--- src/rtl/serial_alu_dw.sv ---
// Digit-serial ALU: DW bits per cycle for add/sub/logic/compare, one bit per
// cycle for shifts, with a start/ready/done handshake toward the core FSM.
module serial_alu_dw #(
  parameter int XLEN = 32,
  parameter int DW   = 1
) (
  input  logic            w_clk,
  input  logic            w_rst_x,
  input  logic            w_start,
  input  logic [3:0]      w_op,
  input  logic [XLEN-1:0] w_a,
  input  logic [XLEN-1:0] w_b,
  output logic            w_ready,
  output logic            r_done,
  output logic [XLEN-1:0] r_result,
  output logic            r_flag
);

  localparam int N  = XLEN / DW;
  localparam int SW = $clog2(XLEN);
  localparam int CW = SW + 1;
  localparam logic [CW-1:0] CNT_ONE = CW'(1);
  localparam logic [CW-1:0] CNT_N   = CW'(N);

  localparam logic [3:0] OP_ADD  = 4'd0;
  localparam logic [3:0] OP_SUB  = 4'd1;
  localparam logic [3:0] OP_XOR  = 4'd2;
  localparam logic [3:0] OP_OR   = 4'd3;
  localparam logic [3:0] OP_AND  = 4'd4;
  localparam logic [3:0] OP_SLL  = 4'd5;
  localparam logic [3:0] OP_SRL  = 4'd6;
  localparam logic [3:0] OP_SRA  = 4'd7;
  localparam logic [3:0] OP_SLT  = 4'd8;
  localparam logic [3:0] OP_SLTU = 4'd9;
  localparam logic [3:0] OP_EQ   = 4'd10;
  localparam logic [3:0] OP_NE   = 4'd11;

  typedef enum logic [1:0] {S_IDLE, S_RUN, S_SHIFT, S_DONE} state_t;

  function automatic logic uses_sub(input logic [3:0] op);
    return (op == OP_SUB) || (op == OP_SLT) || (op == OP_SLTU) ||
           (op == OP_EQ) || (op == OP_NE);
  endfunction

  function automatic logic is_shift(input logic [3:0] op);
    return (op == OP_SLL) || (op == OP_SRL) || (op == OP_SRA);
  endfunction

  state_t          state_q, state_d;
  logic [XLEN-1:0] a_q, a_d, b_q, b_d, acc_q, acc_d;
  logic [3:0]      op_q, op_d;
  logic [CW-1:0]   cnt_q, cnt_d;
  logic            carry_q, carry_d, neq_q, neq_d;
  logic            done_q, done_d, flag_q, flag_d;
  logic [XLEN-1:0] result_q, result_d;

  logic [DW-1:0]   a_dig_s, b_dig_s, b_add_s, res_dig_s;
  logic [DW:0]     sum_s;
  logic [XLEN-1:0] dig_ext_s, run_acc_s, shift_acc_s;
  logic            ovf_s, slt_s, sltu_s, eq_s;

  assign w_ready  = (state_q == S_IDLE);
  assign r_done   = done_q;
  assign r_result = result_q;
  assign r_flag   = flag_q;

  // Digit datapath; SUB and compares run as A + ~B + 1 with carry seeded at issue.
  always_comb begin
    a_dig_s   = a_q[DW-1:0];
    b_dig_s   = b_q[DW-1:0];
    b_add_s   = uses_sub(op_q) ? ~b_dig_s : b_dig_s;
    sum_s     = {1'b0, a_dig_s} + {1'b0, b_add_s} + {{DW{1'b0}}, carry_q};
    res_dig_s = '0;
    case (op_q)
      OP_ADD, OP_SUB, OP_SLT, OP_SLTU, OP_EQ, OP_NE: res_dig_s = sum_s[DW-1:0];
      OP_XOR:  res_dig_s = a_dig_s ^ b_dig_s;
      OP_OR:   res_dig_s = a_dig_s | b_dig_s;
      OP_AND:  res_dig_s = a_dig_s & b_dig_s;
      default: res_dig_s = '0;
    endcase
    dig_ext_s          = '0;
    dig_ext_s[DW-1:0]  = res_dig_s;
    run_acc_s          = (acc_q >> DW) | (dig_ext_s << (XLEN - DW));
    // Only meaningful on the last digit, which carries both operand sign bits.
    ovf_s  = (a_dig_s[DW-1] ^ b_dig_s[DW-1]) & (sum_s[DW-1] ^ a_dig_s[DW-1]);
    slt_s  = sum_s[DW-1] ^ ovf_s;
    sltu_s = ~sum_s[DW];
    eq_s   = ~(neq_q | (|(a_dig_s ^ b_dig_s)));
    case (op_q)
      OP_SLL:  shift_acc_s = acc_q << 1;
      OP_SRL:  shift_acc_s = acc_q >> 1;
      OP_SRA:  shift_acc_s = {acc_q[XLEN-1], acc_q[XLEN-1:1]};
      default: shift_acc_s = acc_q;
    endcase
  end

  // Next-state and datapath register updates for the control FSM.
  always_comb begin
    state_d  = state_q;
    a_d      = a_q;
    b_d      = b_q;
    acc_d    = acc_q;
    op_d     = op_q;
    cnt_d    = cnt_q;
    carry_d  = carry_q;
    neq_d    = neq_q;
    done_d   = 1'b0;
    result_d = result_q;
    flag_d   = flag_q;
    case (state_q)
      S_IDLE: begin
        if (w_start) begin
          a_d     = w_a;
          b_d     = w_b;
          op_d    = w_op;
          carry_d = uses_sub(w_op);
          neq_d   = 1'b0;
          if (is_shift(w_op)) begin
            acc_d = w_a;
            cnt_d = {1'b0, w_b[SW-1:0]};
            if (w_b[SW-1:0] == '0) begin
              state_d  = S_DONE;
              done_d   = 1'b1;
              result_d = w_a;
              flag_d   = 1'b0;
            end else begin
              state_d = S_SHIFT;
            end
          end else begin
            acc_d   = '0;
            cnt_d   = CNT_N;
            state_d = S_RUN;
          end
        end else begin
          state_d = S_IDLE;
        end
      end
      S_RUN: begin
        a_d     = a_q >> DW;
        b_d     = b_q >> DW;
        acc_d   = run_acc_s;
        carry_d = sum_s[DW];
        neq_d   = neq_q | (|(a_dig_s ^ b_dig_s));
        cnt_d   = cnt_q - CNT_ONE;
        if (cnt_q == CNT_ONE) begin
          state_d = S_DONE;
          done_d  = 1'b1;
          case (op_q)
            OP_ADD, OP_SUB, OP_XOR, OP_OR, OP_AND: begin
              result_d = run_acc_s;
              flag_d   = 1'b0;
            end
            OP_SLT: begin
              result_d = {{(XLEN-1){1'b0}}, slt_s};
              flag_d   = slt_s;
            end
            OP_SLTU: begin
              result_d = {{(XLEN-1){1'b0}}, sltu_s};
              flag_d   = sltu_s;
            end
            OP_EQ: begin
              result_d = {{(XLEN-1){1'b0}}, eq_s};
              flag_d   = eq_s;
            end
            OP_NE: begin
              result_d = {{(XLEN-1){1'b0}}, ~eq_s};
              flag_d   = ~eq_s;
            end
            default: begin
              result_d = '0;
              flag_d   = 1'b0;
            end
          endcase
        end else begin
          state_d = S_RUN;
        end
      end
      S_SHIFT: begin
        acc_d = shift_acc_s;
        cnt_d = cnt_q - CNT_ONE;
        if (cnt_q == CNT_ONE) begin
          state_d  = S_DONE;
          done_d   = 1'b1;
          result_d = shift_acc_s;
          flag_d   = 1'b0;
        end else begin
          state_d = S_SHIFT;
        end
      end
      S_DONE:  state_d = S_IDLE;
      default: state_d = S_IDLE;
    endcase
  end

  // State and datapath registers; reset aborts any operation in flight.
  always_ff @(posedge w_clk or negedge w_rst_x) begin
    if (!w_rst_x) begin
      state_q  <= S_IDLE;
      a_q      <= '0;
      b_q      <= '0;
      acc_q    <= '0;
      op_q     <= 4'd0;
      cnt_q    <= '0;
      carry_q  <= 1'b0;
      neq_q    <= 1'b0;
      done_q   <= 1'b0;
      result_q <= '0;
      flag_q   <= 1'b0;
    end else begin
      state_q  <= state_d;
      a_q      <= a_d;
      b_q      <= b_d;
      acc_q    <= acc_d;
      op_q     <= op_d;
      cnt_q    <= cnt_d;
      carry_q  <= carry_d;
      neq_q    <= neq_d;
      done_q   <= done_d;
      result_q <= result_d;
      flag_q   <= flag_d;
    end
  end

endmodule

--- config.mk ---
export PLATFORM = sky130hd
export DESIGN_NAME = serial_alu_dw
export DESIGN_NICKNAME = d
export VERILOG_FILES = /design/src/rtl/serial_alu_dw.sv
export SDC_FILE = /design/constraint.sdc
export NUM_CORES = 1
export LEC_CHECK = 0
export ABC_AREA = 1
export CAP_MARGIN = 30
export CELL_PAD_IN_SITES_DETAIL_PLACEMENT = 1
export CELL_PAD_IN_SITES_GLOBAL_PLACEMENT = 1
export CORE_ASPECT_RATIO = 2
export CORE_MARGIN = 3
export CORE_UTILIZATION = 41
export CTS_CLUSTER_DIAMETER = 100
export DETAILED_ROUTE_END_ITERATION = 12
export PLACE_DENSITY = 0.85
export SLEW_MARGIN = 20
export SYNTH_ARGS = -nofsm -noshare
export SYNTH_HDL_FRONTEND = slang
export SYNTH_SLANG_ARGS = --single-unit
--- constraint.sdc ---
create_clock -name w_clk -period 2.6 [get_ports w_clk]
set_input_delay 0.52 -clock w_clk [delete_from_list [all_inputs] [get_ports w_clk]]
set_output_delay 0.52 -clock w_clk [all_outputs]
set_load 0.05 [all_outputs]
==> metrics.cfg, run 1 <==
[worst_setup_path]
critPathKind=reg2out
cp-end-kind=primary output
start_kind=flop
critPathArrivalTime_ns=1.91
cp_max_fo=7
cp_data_required_time_ns=2.08

[logic_synthesis]
synthTopCellsByCount=nand2_1, nor2_1, dfrtp_1, a21oi_1, inv_1
syn-cell-area_um2=8560
synth_most_common_cell=nand2_1
avgSynthCellArea_um2=6.95
yosys_register_bits=144
synth_top_area_share_pct=42.1
ys_types=32
ys.flop_type=dfrtp_1
ys_seq_area_share_pct=42.1
yosysWarnings=0
postSynthNetCount=1313
synth_edf_count=0
ys_top_cells_by_area=dfrtp_1, nand2_1, nor2_1, a21oi_1, a31oi_1
synthArstFlopShare_pct=100
syn_inst=1232
synth_top_area_cell=dfrtp_1

[clock_network]
cts_root_buf=clkbuf_16
cts_buffers=17
cts_buffer_depth=2
path_clk_slew_ns=0.06
cts.sinks=144
cts_tree=done
insertion_delay_ns=0.44
htreeDepth=4

[grt]
grt_first_pass_wirelength_um=46900
grt_pass1_vias=9558
grt_start_max_net_pins=69
grt_use_total_pct=26.0
antenna_found_initial=0
gr-total-overflow=0

[timing]
min_period_ns=2.43
rsz0062_at_grt=false
maxSlewViolCount=0
timing.slew.headroom_pct=53.2
fmax_mhz=411
setup_ws_ns=0.165
clock_skew_ns=0.00964
min_period_over_period_pct=93.6
worstMarginPinSlew_ns=0.702
final_hold_viol_count=0
finalSetupTns_ns=0
setup_violations=0

[floorplanning]
ioPinCount=106
core_area_um2=20500
die_area_um2=22800
initial_utilization_pct=41.8
rows=74
die_h_um=210
die_x_um=108

[routing]
wirelength_um=28200
via_per_inst=5.48
postRouteAntennaNets=0
wl_per_cell_um=17.8
dr.first_iter.drc_count=335
drc=0
drtPass1Iterations=4
num_vias=8690

[finish]
multi_input_area_um2=4280
fillCellCount=2575
drive_gt1_share_pct=8.48
syn2layout_area_growth_pct=22.7
regArea_um2=3600
stdcell_count=1587
fin_nets=1390
diodes=0

[power]
netSwitchingFraction_pct=44.4
p_clk_share_pct=21.1
p_leak_nw=4.83
switching_power_mw=5.11
powerDensity_nw_per_um2=1100
intPower_mw=6.40
seqPwrFrac_pct=33.8
ir_worst_vdd_uv=496
p_comb_share_pct=45.2

[hold_path]
hold_path_class=reg2reg

[placement]
dp_cells=1555
port_buffers=105
hpwl_um=19500
dp_slack_ns=0.268
place_congestion=0.848

[run]
maxCapViolations=0

[outcome]
status=finished, final reports clean

-- state kept, by name (all words and copies together) (netlist names) --
signal,flops
a_q,32
acc_q,32
b_q,32
r_result,32
cnt_q,6
op_q,4
state_q,2
carry_q,1
neq_q,1
r_done,1
r_flag,1
-- metrics by stage --
stage | hold slack [ns] | util, % | area [um2] | total power, mW
after floorplan | 0.224 | - | 8560 | 7.32
after global placement | 0.465 | 48.5 | 9930 | 8.90
after detailed placement | 0.466 | 48.5 | 9930 | 9.10
after CTS | 0.520 | 51.4 | 10500 | 11.6
after global routing | 0.551 | 51.4 | 10500 | 12.3
final | 0.513 | 51.4 | 10500 | 11.5
-- worst max-delay path, stage by stage (launching register included) --
cell	delay, ns
dfrtp_1	0.43
inv_1	0.14
ha_2	0.32
dlygate4sd2_1	0.59
-- power groups by stage --
| stage | Sequential [mW] | Clock, mW | Combinational (mW) |
|---|---|---|---|
| floorplan | 4.63 | 0 | 2.69 |
| global placement | 3.88 | 0 | 5.02 |
| detailed placement | 3.91 | 0 | 5.18 |
| CTS | 3.89 | 2.48 | 5.25 |
| global route | 4.01 | 2.55 | 5.75 |
| finish | 3.89 | 2.42 | 5.20 |
-- timing repair --
item,in CTS,in global routing
hold endpoints to repair,5,0
endpoints found under the setup margin,1,0
hold buffers,1,0
gates resized for setup,1,0
setup buffers,0,0
-- cells in the final DEF (no fill, tap or decap), drive strengths merged --
| master | instances |
|---|---|
| buf | 32 |
| clkinvlp | 4 |
| a31oi | 60 |
| inv | 86 |
| o211ai | 16 |
| dlygate4sd3 | 1 |
| and2 | 1 |
| dlygate4sd2 | 1 |
| nand4 | 1 |
| fa | 1 |
| dfrtp | 144 |
| clkbuf | 20 |
| o21ai | 56 |
| nand3 | 42 |
| nor2 | 232 |
| clkinv | 6 |
| nor3 | 2 |
| ha | 9 |
| clkdlybuf4s50 | 103 |
| a22oi | 4 |
| nand2 | 368 |
| bufinv | 2 |
| a21oi | 123 |
| o22ai | 4 |
| xor2 | 3 |
-- per-layer routing --
metal / vias to the layer above / wire length, um / global-route usage, %
li1: 4116 / - / -
met5: - / 0 / 0
met2: 196 / 15500 / 47.2
met4: 0 / 1100 / 13.6
met3: 71 / 1080 / 4.63
met1: 4307 / 10500 / 28.3
-- path summary, 6_finish.rpt --
path / from / to / slack (ns) / cells after the start
max: state_q[1] / w_ready / 0.17 / 3
min: r_result[20] / r_result[20] / 0.51 / 2
max reg2reg: op_q[1] / r_result[31] / 0.27 / 13
min reg2reg: r_result[20] / r_result[20] / 0.51 / 2
max in group asynchronous: w_rst_x / acc_q[9] / 1.38 / 3
min in group asynchronous: w_rst_x / r_result[14] / 0.56 / 2
-- final cells by class --
cell class / count / area share [%]
Clock buffer: 20 / 4.34
Sequential cell: 144 / 34.3
Clock inverter: 11 / 1.10
Tap cell: 266 / 3.17
Timing Repair Buffer: 137 / 13.3
Multi-Input combinational cell: 922 / 40.7
Inverter: 87 / 3.12
-- cell families (layout without fill, tap and decap cells) --
| family | after synthesis | count (layout) | synth area share, % |
|---|---|---|---|
| simple gates | 646 | 646 | 29.5 |
| compound gates | 263 | 263 | 18.4 |
| buf+inv | 166 | 255 | 8.23 |
| flops | 144 | 144 | 42.1 |
| fa+ha+maj | 10 | 10 | 1.55 |
| xor+xnor | 3 | 3 | 0.307 |
No activity file was read; power rests on OpenSTA's default activity.
==> run 2: changes to the inputs <==
--- a/config.mk
+++ b/config.mk
@@ -5,16 +5,15 @@
 export SDC_FILE = /design/constraint.sdc
 export NUM_CORES = 1
 export LEC_CHECK = 0
-export ABC_AREA = 1
 export CAP_MARGIN = 30
 export CELL_PAD_IN_SITES_DETAIL_PLACEMENT = 1
 export CELL_PAD_IN_SITES_GLOBAL_PLACEMENT = 1
 export CORE_ASPECT_RATIO = 2
 export CORE_MARGIN = 3
-export CORE_UTILIZATION = 41
+export CORE_UTILIZATION = 43
 export CTS_CLUSTER_DIAMETER = 100
 export DETAILED_ROUTE_END_ITERATION = 12
-export PLACE_DENSITY = 0.85
+export PLACE_DENSITY = 0.84
 export SLEW_MARGIN = 20
 export SYNTH_ARGS = -nofsm -noshare
 export SYNTH_HDL_FRONTEND = slang
==> run 2 against run 1 <==
  * Clock skew is 0.0022 ns lower
  * Core utilization up 3.9 points
  * Clock power rose by 13%
  * First-iteration DRC count up 12%
  * Flip-flop and latch count stayed put
  * Design area is 0.94% lower
==> metrics.cfg, run 2 <==
[outcome]
status=finished, final reports clean

[grt]
grt_util_met1_pct=26.3  ; -2.0 points
use_met2_pct=48.0  ; +0.81 points
grt_first_pass_wirelength_um=43200  ; -7.9%
grt_use_total_pct=25.5  ; -0.50 points
grt_pass1_vias=8301  ; -13%
grt_start_max_net_pins=95  ; +38%
antenna_found_initial=0  ; unchanged
use_met3_pct=4.83  ; +0.20 points
grt_most_used_layer=met2
gr-total-overflow=0  ; unchanged

[finish]
fin_area_um2=10400  ; -0.94%
stdcell_count=1269  ; -20%
fillCellCount=2187  ; -15%
layout_common_cells=nand2_1, dfrtp_1, clkdlybuf4s50_1
drive_gt1_share_pct=12.3  ; +3.8 points
syn2layout_area_growth_pct=25.9
utilization_pct=55.3  ; +3.9 points
diodes=0  ; unchanged
layout_commonest_cell=nand2_1
fin_nets=1082  ; -22%

[timing]
maxSlewViolCount=0  ; unchanged
rsz0062_at_grt=false
fmax_mhz=413  ; +0.63%
fin_worst_hold_slack_ns=0.00508  ; -0.507 ns
min_period_ns=2.42  ; -0.0152 ns
worstMarginPinSlew_ns=0.673  ; -0.0289 ns
final_hold_viol_count=0  ; unchanged
timing.slew.headroom_pct=55.1  ; +1.9 points
setup_violations=0  ; unchanged
clock_skew_ns=0.00746  ; -0.00219 ns
min_period_over_period_pct=93.1  ; -0.58 points

[floorplanning]
die_h_um=202  ; -3.9%
core_area_um2=18800  ; -8.0%
die_x_um=104  ; -3.8%
die_area_um2=21000  ; -7.6%
initial_utilization_pct=43.9  ; +2.1 points
rows=71  ; -4.1%
ioPinCount=106  ; unchanged

[worst_setup_path]
cp_data_required_time_ns=2.95  ; +0.87 ns
critPathArrivalTime_ns=2.77  ; +0.86 ns
cp-end-kind=flop
start_kind=flop
critPathKind=reg2reg
cp_max_fo=4  ; -3

[logic_synthesis]
ys_top_cells_by_area=dfrtp_1, mux2i_1, nand2_1, o21ai_0, nor2_1
synth_top_area_cell=dfrtp_1
synthArstFlopShare_pct=100  ; unchanged
synth_top_area_share_pct=43.6  ; +1.5 points
avgSynthCellArea_um2=8.98  ; +29%
synth_most_common_cell=nand2_1
syn-cell-area_um2=8270  ; -3.4%
yosys_register_bits=144  ; unchanged
ys_seq_area_share_pct=43.6  ; +1.5 points
yosysWarnings=0  ; unchanged
postSynthNetCount=1002  ; -24%
syn_inst=921  ; -25%
synth_edf_count=0  ; unchanged
synthTopCellsByCount=nand2_1, dfrtp_1, nor2_1, o21ai_0, clkbuf_1
ys_types=48  ; +50%
ys.flop_type=dfrtp_1

[power]
powerDensity_nw_per_um2=1370  ; +25%
ir_worst_vdd_uv=663  ; +34%
p_leak_nw=4.45  ; -8.0%
fin_total_pwr_mw=14.3  ; +24%

[routing]
dr.first_iter.drc_count=375  ; +12%
wl_per_cell_um=20.6  ; +16%
drc=0  ; unchanged
via_per_inst=5.96  ; +8.8%
num_vias=7561  ; -13%
postRouteAntennaNets=0  ; unchanged
drtPass1Iterations=4  ; unchanged
wirelength_um=26200  ; -7.1%

[clock_network]
insertion_delay_ns=0.43  ; about the same
cts_buffers=17  ; unchanged
postCtsSetupBuffers=0  ; unchanged
htreeDepth=4  ; unchanged
cts_tree=done
path_clk_slew_ns=0.07  ; about the same
cts.sinks=144  ; unchanged
cts_buffer_depth=2  ; unchanged
cts_root_buf=clkbuf_16

[hold_path]
hold_path_class=in2async

[placement]
port_buffers=105  ; unchanged
dp_cells=1237  ; -20%
hpwl_um=17500  ; -10%
placed_area_um2=9760  ; -1.7%
place_congestion=0.809  ; -4.6%

[run]
maxCapViolations=0  ; unchanged

-- run 2: cell count changes after synthesis, sizes merged, moves of 33 or more --
cell / before / now
a21oi: 123 / 13
inv: 86 / 40
mux2i: 0 / 64
nand2: 368 / 165
nand3: 42 / 9
nor2: 232 / 81
-- run 2: routing by layer --
layer / vias to the layer above / wire length [um]
li1: 3451 / -
met1: 3821 / 9170
met2: 205 / 14700
met3: 84 / 895
met4: 0 / 1360
met5: - / 0
-- run 2: final cells by class --
| cell class | count | area [um2] | area share [%] |
|---|---|---|---|
| sequential | 144 | 3600 | 34.6 |
| inverter | 40 | 150 | 1.44 |
| timing repair buffer | 141 | 1430 | 13.8 |
| clock buffer | 19 | 443 | 4.25 |
| tap | 255 | 319 | 3.06 |
| clock inverter | 13 | 211 | 2.03 |
| multi-input combinational | 657 | 4250 | 40.8 |
-- run 2: worst paths after layout --
check                            start           to  slack [ns]  cells after the start
min in group w_clk         r_result[6]  r_result[6]        0.48                      1
setup / recovery                a_q[0]  r_result[0]        0.18                      7
hold reg to reg            r_result[6]  r_result[6]        0.48                      1
setup reg to reg                a_q[0]  r_result[0]        0.18                      7
hold / removal                 w_rst_x       a_q[4]       0.005                      1
max in group asynchronous      w_rst_x     cnt_q[0]        1.91                      2
-- run 2: through the flow --
stage	setup TNS, ns	worst slack (ns)
after floorplan	0	0.00970
after global placement	-0.555	-0.0331
after detailed placement	-2.94	-0.145
after CTS	0	0.163
after global routing	0	0.0348
final	0	0.180
-- run 2: worst max-delay path: stages, from the launching register on --
cell	delay, ns
dfrtp_1	0.47
inv_1	0.12
ha_1	0.34
or3b_2	0.50
or4_1	0.43
a41oi_1	0.22
o22ai_1	0.10
o21ai_0	0.15
-- run 2: cells by family (layout without fill, tap and decap cells) --
logic type	count (synthesis)	in the layout	synth area share (%)
compound gates	293	293	26.6
xor+xnor	1	1	0.106
fa+ha+maj	10	10	1.60
buf+inv	120	213	5.60
flops	144	144	43.6
mux	69	69	8.42
simple gates	284	284	14.1
-- run 2: where the power goes --
group          internal, mW  total (mW)  switching, mW  leakage, nW
Sequential             3.31        4.27          0.963         1.80
Clock                  1.73        2.74           1.01        0.305
Combinational          2.88        7.28           4.40         2.34
-- run 2: what timing repair did --
item / 4_1_cts / 5_1_grt
setup endpoints to repair: 1 / 0
hold buffers: 0 / 0
gates resized for setup: 1 / 0
==> RTL change, RTL diff (settings of run 2) <==
Reset style: synchronous (`w_rst_x`), changed in one clocked block.
--- a/src/rtl/serial_alu_dw.sv
+++ b/src/rtl/serial_alu_dw.sv
@@ -193,7 +193,7 @@
   end
 
   // State and datapath registers; reset aborts any operation in flight.
-  always_ff @(posedge w_clk or negedge w_rst_x) begin
+  always_ff @(posedge w_clk) begin
     if (!w_rst_x) begin
       state_q  <= S_IDLE;
       a_q      <= '0;
Behaviour: differs if w_rst_x is asserted again (counterexample within 4 cycles, from zero or initial values and one cycle with w_rst_x low); with w_rst_x held inactive, the same outputs for 4 cycles.
==> RTL change against run 2 <==
Synthesized area decreased by 4.6%; final area decreased by 4.8%; highest routed layer unchanged; worst setup slack got worse by 0.0018 ns; global-route usage increased by 0.073 points; cell count increased by 0.55%; routed wire length decreased by 2.6%; sequential cell count unchanged.
Power is not compared: it rests on default switching activity, and its combinational part moved more than twofold at a synthesized area within 25%.
==> RTL change: results <==
set metrics [dict create \
    ys_top_cells_by_area "dfxtp_1 (37%), mux2i_1 (8.0%), a211oi_1 (7.3%), nand2_1 (5.7%), a21oi_1 (4.8%)" \
    gp_congestion 0.866 \
    grt_pass1_vias 8361 \
    synth_fp_nets 1049 \
    skew_ns 0.0103 \
    min_path_type "flip-flop to flip-flop" \
    arrival_ns 2.73 \
    via_per_inst 6.12 \
    track_usage_pct 25.6 \
    diodes 0 \
    r2r_start "op_q[1]$_SDFFE_PN0P_" \
    clk_path_buf_depth 2 \
    dpl_cell_area_sq_um 9290 \
    postRouteWirelength_um 25500 \
    post_cts_buffers 0 \
    cts_resized 2 \
    status "completed" \
    register_area_sq_um 2880 \
    startpoint_type "flip-flop" \
    grt_max_degree 109 \
    layout.nets 1131 \
    p_leak_nw 3.84 \
    grt_pass1_wl_um 41000 \
    yosysWarnings 0 \
    dp_hpwl_um 17300 \
    ys.flop_type "dfxtp_1" \
    cts_buffers 17 \
    detailedPlace.worstSlack_ns -0.0797 \
    synth_commonest_cells "dfxtp_1 (144), nand2_1 (119), nor2_1 (97)" \
    drtIter0Drc 311 \
    synth_cell_types 56 \
    worst_slew_pin_slew_ns 0.667 \
    io_buffers 105 \
    cp_max_fo 3 \
    synthArstFlopShare_pct 0 \
    irDropWorstVdd_v 0.000382 \
    dr.pass1.iters 4 \
    cts_max_level 4 \
    ys_seq_area_share_pct 36.5 \
    path_clk_slew_ns 0.06 \
    grt_antenna_before_repair 0 \
    fillers 2125 \
    drive_above_1_share_pct 8.37 \
]
-- RTL change: per-stage QoR --
stage / instances / power [mW]
final: 1276 / 7.06
after floorplan: 968 / 3.86
after CTS: 1276 / 7.10
after global placement: 1244 / 4.46
after global routing: 1276 / 7.40
after detailed placement: 1244 / 4.52
-- RTL change: cells by family after synthesis --
group | Yosys count | synth area share (%)
compound gates | 335 | 29.6
xor+xnor | 2 | 0.222
fa+ha+maj | 10 | 1.68
buf+inv | 99 | 5.11
flops | 144 | 36.5
mux | 63 | 7.99
simple gates | 315 | 18.9
-- RTL change: per-layer routing --
metal	global-route usage (%)	routed length [um]	up-vias
li1	-	-	3668
met1	26.4	9600	3835
met2	47.4	13800	212
met3	4.35	891	93
met4	14.0	1220	0
met5	0	0	-
-- RTL change: final cells by class --
class	instances	area share (%)
Multi-Input combinational cell	725	46.9
Sequential cell	144	29.1
Timing Repair Buffer	149	14.7
Clock buffer	23	4.82
Tap cell	213	2.69
Clock inverter	9	1.31
Inverter	13	0.492
-- RTL change: path summary, 6_finish.rpt --
kind	end	slack [ns]	cells after the start
setup / recovery	r_result[0]$_SDFFE_PN0P_	0.18	10
hold / removal	r_result[11]$_SDFFE_PN0P_	0.46	2
hold reg to reg	r_result[11]$_SDFFE_PN0P_	0.46	2
setup reg to reg	r_result[0]$_SDFFE_PN0P_	0.18	10
-- RTL change: worst max-delay path, stage by stage, from the launching register on --
cell and delay, ns:
dfxtp_2 0.31, nand2b_1 0.19, a21oi_2 0.16, xnor2_1 0.09, fa_1 0.54, nand2b_1 0.08, a311oi_2 0.26, a211oi_1 0.10
a2111oi_1 0.32, buf_4 0.19, o31ai_1 0.06
-- RTL change: power by group --
part | internal, mW | switching [mW]
Sequential | 2.45 | 0.196
Combinational | 0.747 | 1.09
Clock | 1.59 | 0.984
